===== src/rtl/spi_shifter.sv =====
// SPI mode-0 master shift engine, 8/16-bit frames, MSB first.
// sclk is a divided copy of raw_clk; all state runs on raw_clk.
module spi_shifter #(
  parameter int DIVISOR = 4
) (
  input  logic        raw_clk,
  input  logic        reset,
  input  logic        start,
  input  logic        width_16,
  input  logic [15:0] data_tx,
  output logic [15:0] data_rx,
  output logic        busy,
  output logic        done,
  output logic        sclk,
  output logic        mosi,
  input  logic        miso
);

  localparam logic [7:0] DIV_LAST = 8'(DIVISOR - 1);

  typedef enum logic [1:0] {
    IDLE,
    SHIFT_LOW,
    SHIFT_HIGH,
    DONE
  } state_t;

  state_t      state;
  state_t      state_next;
  logic [15:0] tx_sr;
  logic [15:0] rx_sr;
  logic [4:0]  bit_cnt;
  logic [7:0]  div_cnt;
  logic        armed;
  logic        wide;
  logic        tick;
  logic        accept;
  logic        last;

  // mosi is the MSB of the left-aligned TX register
  assign mosi = tx_sr[15];

  always_ff @(posedge raw_clk or posedge reset) begin
    if (reset) state <= IDLE;
    else       state <= state_next;
  end

  always_comb begin
    state_next = state;
    tick       = (div_cnt == DIV_LAST);
    accept     = (state == IDLE) && start && armed;
    last       = (bit_cnt == 5'd1);
    unique case (state)
      IDLE:       if (accept) state_next = SHIFT_LOW;
      SHIFT_LOW:  if (tick) state_next = SHIFT_HIGH;
      SHIFT_HIGH: if (tick) state_next = last ? DONE : SHIFT_LOW;
      DONE:       state_next = IDLE;
    endcase
  end

  always_ff @(posedge raw_clk or posedge reset) begin
    if (reset) begin
      tx_sr   <= '0;
      rx_sr   <= '0;
      bit_cnt <= '0;
      div_cnt <= '0;
      armed   <= 1'b0;
      wide    <= 1'b0;
      data_rx <= '0;
      busy    <= 1'b0;
      done    <= 1'b0;
      sclk    <= 1'b0;
    end else begin
      done <= 1'b0;
      unique case (state)
        IDLE: begin
          if (!start) armed <= 1'b1;
          if (accept) begin
            armed   <= 1'b0;
            busy    <= 1'b1;
            wide    <= width_16;
            tx_sr   <= width_16 ? data_tx : {data_tx[7:0], 8'h00};
            rx_sr   <= '0;
            bit_cnt <= width_16 ? 5'd16 : 5'd8;
            div_cnt <= '0;
            sclk    <= 1'b0;
          end
        end
        SHIFT_LOW: begin
          if (tick) begin
            div_cnt <= '0;
            sclk    <= 1'b1;
            rx_sr   <= {rx_sr[14:0], miso};
          end else begin
            div_cnt <= div_cnt + 8'd1;
          end
        end
        SHIFT_HIGH: begin
          if (tick) begin
            div_cnt <= '0;
            sclk    <= 1'b0;
            bit_cnt <= bit_cnt - 5'd1;
            if (last) begin
              busy    <= 1'b0;
              done    <= 1'b1;
              tx_sr   <= '0;
              data_rx <= wide ? rx_sr : {8'h00, rx_sr[7:0]};
            end else begin
              tx_sr <= {tx_sr[14:0], 1'b0};
            end
          end else begin
            div_cnt <= div_cnt + 8'd1;
          end
        end
        DONE: ;
      endcase
    end
  end

endmodule


===== config.mk =====
export PLATFORM = sky130hd
export DESIGN_NAME = spi_shifter
export DESIGN_NICKNAME = d
export VERILOG_FILES = /design/src/rtl/spi_shifter.sv
export SDC_FILE = /design/constraint.sdc
export NUM_CORES = 1
export LEC_CHECK = 0
export ABC_AREA = 1
export CORE_UTILIZATION = 44
export CTS_BUF_LIST = sky130_fd_sc_hd__clkbuf_16
export CTS_CLUSTER_SIZE = 25
export DETAILED_ROUTE_END_ITERATION = 6
export HOLD_SLACK_MARGIN = 0.06
export PLACE_DENSITY = 0.62
export SLEW_MARGIN = 20
export SYNTH_ARGS = -nofsm -noshare
export SYNTH_HDL_FRONTEND = slang
export SYNTH_SLANG_ARGS = --single-unit

===== constraint.sdc =====
create_clock -name raw_clk -period 3 [get_ports raw_clk]
set_input_delay 0.75 -clock raw_clk [delete_from_list [all_inputs] [get_ports raw_clk]]
set_output_delay 0.75 -clock raw_clk [all_outputs]
set_load 0.02 [all_outputs]

Yosys cells after proc, flatten, opt, wreduce, memory -nomap -nowiden:

Cells that the tools add are included.

* bits of input ports: 21
* word-level logic and storage cells: 74
* output and inout port bits: 20
* register bits after elaboration: 68

* equal/unequal tests: 10
* add/subtract/negate cells: 2
* reduce and logical (&&, ||, !) cells: 17
* mux-type cells: 34

Operator list (number)
* 16-bit two-way mux: 7
* 16-bit case mux with 2 select lines: 2
* 8-bit two-way mux: 2
* 8-bit case mux with 2 select lines: 1
* 5-bit two-way mux: 3
* 3-bit AND reduction: 4
* 1-bit two-way mux: 11
* 5-bit case mux with 2 select lines: 1
* 8-bit by 1-bit adder with 8-bit output (second input constant): 1
* 8-bit by 2-bit == test with 1-bit output (second input constant): 1
* 2-bit two-way mux: 4
* 2-bit inequality test (second input constant): 4
* 2-bit case mux with 4 select lines: 1
* 4-bit AND reduction: 2
* 2-bit AND reduction: 3
* 2-bit nonzero test: 3
* 5-bit by 1-bit == test with 1-bit output (second input constant): 1
* 5-bit by 1-bit subtractor with 5-bit output (second input constant): 1
* 2-bit == test (second input constant): 2
* 1-bit case mux with 3 select lines: 1
* 3-bit nonzero test: 1
* 2-bit by 1-bit == test with 1-bit output (second input constant): 1
* 1-bit logical AND: 2
* 2-bit logical NOT: 1
* other kinds (3): 3

Depth between registers and ports, before layout:

* depth in word-level cells: 5
* gate-level depth with buffers: 11
* gate-level depth less buffers: 10

Worst setup path after synthesis:

Ideal clock, no wire load.

* kind: flip-flop to flip-flop
* start: reg state[1]
* end: reg rx_sr[10]
* required time: 2.883 ns
* buffers on the path: 1
* cell stages (with the launch flop): 11
* slack: 1.382 ns
* arrival time: 1.500 ns
* cells stage by stage: dfrtp_1 inv_1 ha_1 nand2_2 nor2_4 nor2_4 a21oi_1 nand2_2 buf_6 nand2_1 nand2_1

* longest elaborated chain between the ends: 5

RTL lines
* start: declaration: line 28 `state_t state;`
* start signal: assignment: line 45 `else state <= state_next;`
* 2-bit logical NOT: line 51, 75
* 1-bit logical AND (2 in series): line 51 `accept = (state == IDLE) && start && armed;`
* 2-bit inequality test (no line)
* 3-bit AND reduction (no line)
* end signal: assignment: line 93 `rx_sr <= {rx_sr[14:0], miso};`
* end: declaration: line 31 `logic [15:0] rx_sr;`

Parallel ways exist; a longest one is shown, timed or not.
A chain may end at the register's enable or synchronous reset.

Final worst setup path:

* start: reg busy
* end: out busy

RTL lines
* start: declaration: line 12 `output logic busy,`
* start signal: assignment: line 70 `busy <= 1'b0;`
* start signal: assignment: line 80 `busy <= 1'b1;`
* start signal: assignment: line 104 `busy <= 1'b0;`

No word-level cell between the ends.

==> flow_metrics.tcl <==
set metrics [dict create \
    status "completed" \
    slowest_delay_ps 620 \
    grt_pass1_wl_um 12080 \
    start_util_pct 46.42 \
    area_delta_synth_final_pct 21.76 \
    rows 31 \
    dp_hpwl_um 4692 \
    die_w_um 90.18 \
    fin_util_pct 56.52 \
    worstPathMaxFanout 2 \
    io_buffers 40 \
    period_needed_ps 2061 \
    post-route-drc-count 0 \
    cts_setup_buffers 0 \
    yosysWarningCount 0 \
    clkLatencyLatePin_ps 320 \
    end_kind "output pin" \
    antenna_cells 0 \
    clkSlewWorstSetupHoldPaths_ps 60 \
    drive_gt1_share_pct 9.130 \
    firstDrtPassIters 4 \
    worstMarginPinSlew_ps 659.0 \
    path_class "register to output pin" \
    grt_pass1_vias 2580 \
    grt_remaining_overflow 0 \
    design.core.area_sq_um 7370 \
    ys_seq_elements 68 \
    viasPerCell 4.904 \
    fin_crit_sh_pct 68.69 \
    fmax_ghz 0.4852 \
    setup_viol_count_final 0 \
    maxSlewHeadroom_pct 56.07 \
    grt_util_all_layers_pct 18.41 \
    synth_area_sq_um 3421 \
    skew_ps 6.984 \
    regArea_sq_um 1702 \
    timing.hold.ws_ps 473.0 \
    startpoint_type "register" \
    crit_arrival_ps 1310 \
    p_leak_nw 2.097 \
    crit_family "buffers and inverters" \
    drt-initial-drc-count 123 \
    ant_nets 0 \
    nets 494 \
    die-area_sq_um 8132 \
    gp_congestion 0.7540 \
    vias 2795 \
    cts_sinks 68 \
    netlist_instances 427 \
    cts_tree "yes" \
    cts_resized 0 \
    hp-class "register to register" \
    p_per_area_nw_per_um2 847.4 \
    worstPathBufferInverterCount 1 \
    cts_buffer_depth 2 \
    rsz0062_at_grt "no" \
    drv_cap 0 \
    drt-wirelength-per-cell_um 12.21 \
    tns_ps 0 \
    boundaryPins 41 \
    root_buffer "clkbuf_16" \
    place_ws_ps 688.2 \
    cts_max_level 3 \
    chipHeight_um 90.18 \
    synth_nets 455 \
    fin_ws_ps 939.2 \
    syn_area_per_cell_sq_um 8.011 \
    ys_seq_area_share_pct 49.74 \
    synth_cell_types 34 \
    irDropWorstVdd_uv 404.4 \
    cp_slowest_cell "clkdlybuf4s50_1" \
    grt_max_degree 30 \
    wl_um 6958 \
    final_hold_viol_count 0 \
    critPathRequiredTime_ps 2250 \
    path_cells "clkdlybuf4s50_1" \
    slew_violations 0 \
    fill_cells 689 \
    multiInputGateArea_sq_um 1489 \
    cts_hold_buf 0 \
    numCtsBuffers 9 \
    antenna_found_initial 0 \
]
==> flip-flops by register name (all words and copies together) (netlist names) <==
name and count:
data_rx 16, busy 1, wide 1, tx_sr 16, armed 1, sclk 1
done 1, rx_sr 16, state 2, bit_cnt 5, div_cnt 8
==> cells by family (layout without fill, tap and decap cells) <==
logic type / after synthesis / after routing / synth area share (%)
AO/OA/AOI/OAI: 33 / 33 / 6.584
XOR/XNOR: 4 / 4 / 1.024
adder cells (fa/ha/maj): 7 / 7 / 2.560
buffers and inverters: 44 / 88 / 6.730
flip-flops: 68 / 68 / 49.74
AND/OR/NAND/NOR: 271 / 271 / 33.36
==> Yosys cell counts, drive strengths merged <==
cell type / n / area (sq um)
o21ai: 16 / 110.1
inv: 26 / 102.6
clkinv: 1 / 3.750
nor3: 2 / 10.01
nand3: 25 / 125.1
nor2: 28 / 130.1
buf: 14 / 112.6
nand4: 18 / 112.6
o21a: 1 / 7.510
ha: 7 / 87.58
xor2: 3 / 26.28
clkbuf: 3 / 11.26
xnor2: 1 / 8.760
a21oi: 5 / 25.02
nand2: 196 / 750.7
dfrtp: 68 / 1702
a31o: 1 / 8.760
o22ai: 1 / 6.260
or2: 2 / 12.52
a22oi: 8 / 60.06
o21bai: 1 / 7.510
==> layer usage <==
layer	part of all wire, %	vias up	GRT usage [%]
met3	2.9	7	4.146
met5	0	-	0
met2	46	43	29.77
met1	50	1298	24.84
met4	1.0	0	5.242
li1	-	1447	-
==> cells in the final DEF, fill, tap and decap left out, drive strengths merged <==
cell type,synthesis,routed
nand4,18,18
xor2,3,3
ha,7,7
a21oi,5,5
dfrtp,68,68
o22ai,1,1
inv,26,27
xnor2,1,1
nand3,25,25
o21ai,16,16
o21bai,1,1
nor3,2,2
clkinvlp,0,1
clkdlybuf4s50,0,40
buf,14,5
o21a,1,1
nand2,196,196
or2,2,2
bufinv,0,1
clkbuf,3,9
a31o,1,1
nor2,28,28
a22oi,8,8
clkinv,1,5
==> layout make-up <==
class	count	share of cell area, %
clock buffer	9	5.407
inverter	27	2.553
multi-input combinational	315	35.75
sequential	68	40.85
tap	99	2.974
clock inverter	7	1.652
timing repair buffer	45	10.81
==> worst paths after layout <==
check / from / end / slack, ps / cells past startpoint
setup / recovery: busy / busy / 940 / 1
hold / removal: data_rx[7] / data_rx[7] / 470 / 2
setup reg to reg: state[1] / rx_sr[8] / 1020 / 7
hold reg to reg: data_rx[7] / data_rx[7] / 470 / 2
max in group asynchronous: reset / rx_sr[8] / 1580 / 3
min in group asynchronous: reset / rx_sr[5] / 780 / 2
==> report_power, final <==
group          switching [mW]  internal, mW  total [mW]  leakage, nW
Sequential              0.132          1.09        1.22        0.913
Combinational           0.880         0.395        1.28         1.04
Clock                   0.394         0.640        1.03        0.147
==> metrics by stage <==
stage	total power [mW]	cell area [sq um]	instances
5_1_grt	3.787	4165	570
6_report	3.530	4165	570
2_1_floorplan	2.275	3421	427
4_1_cts	3.558	4165	570
3_3_place_gp	2.500	3871	554
3_5_place_dp	2.521	3871	554
(Power assumes the default switching activity.)
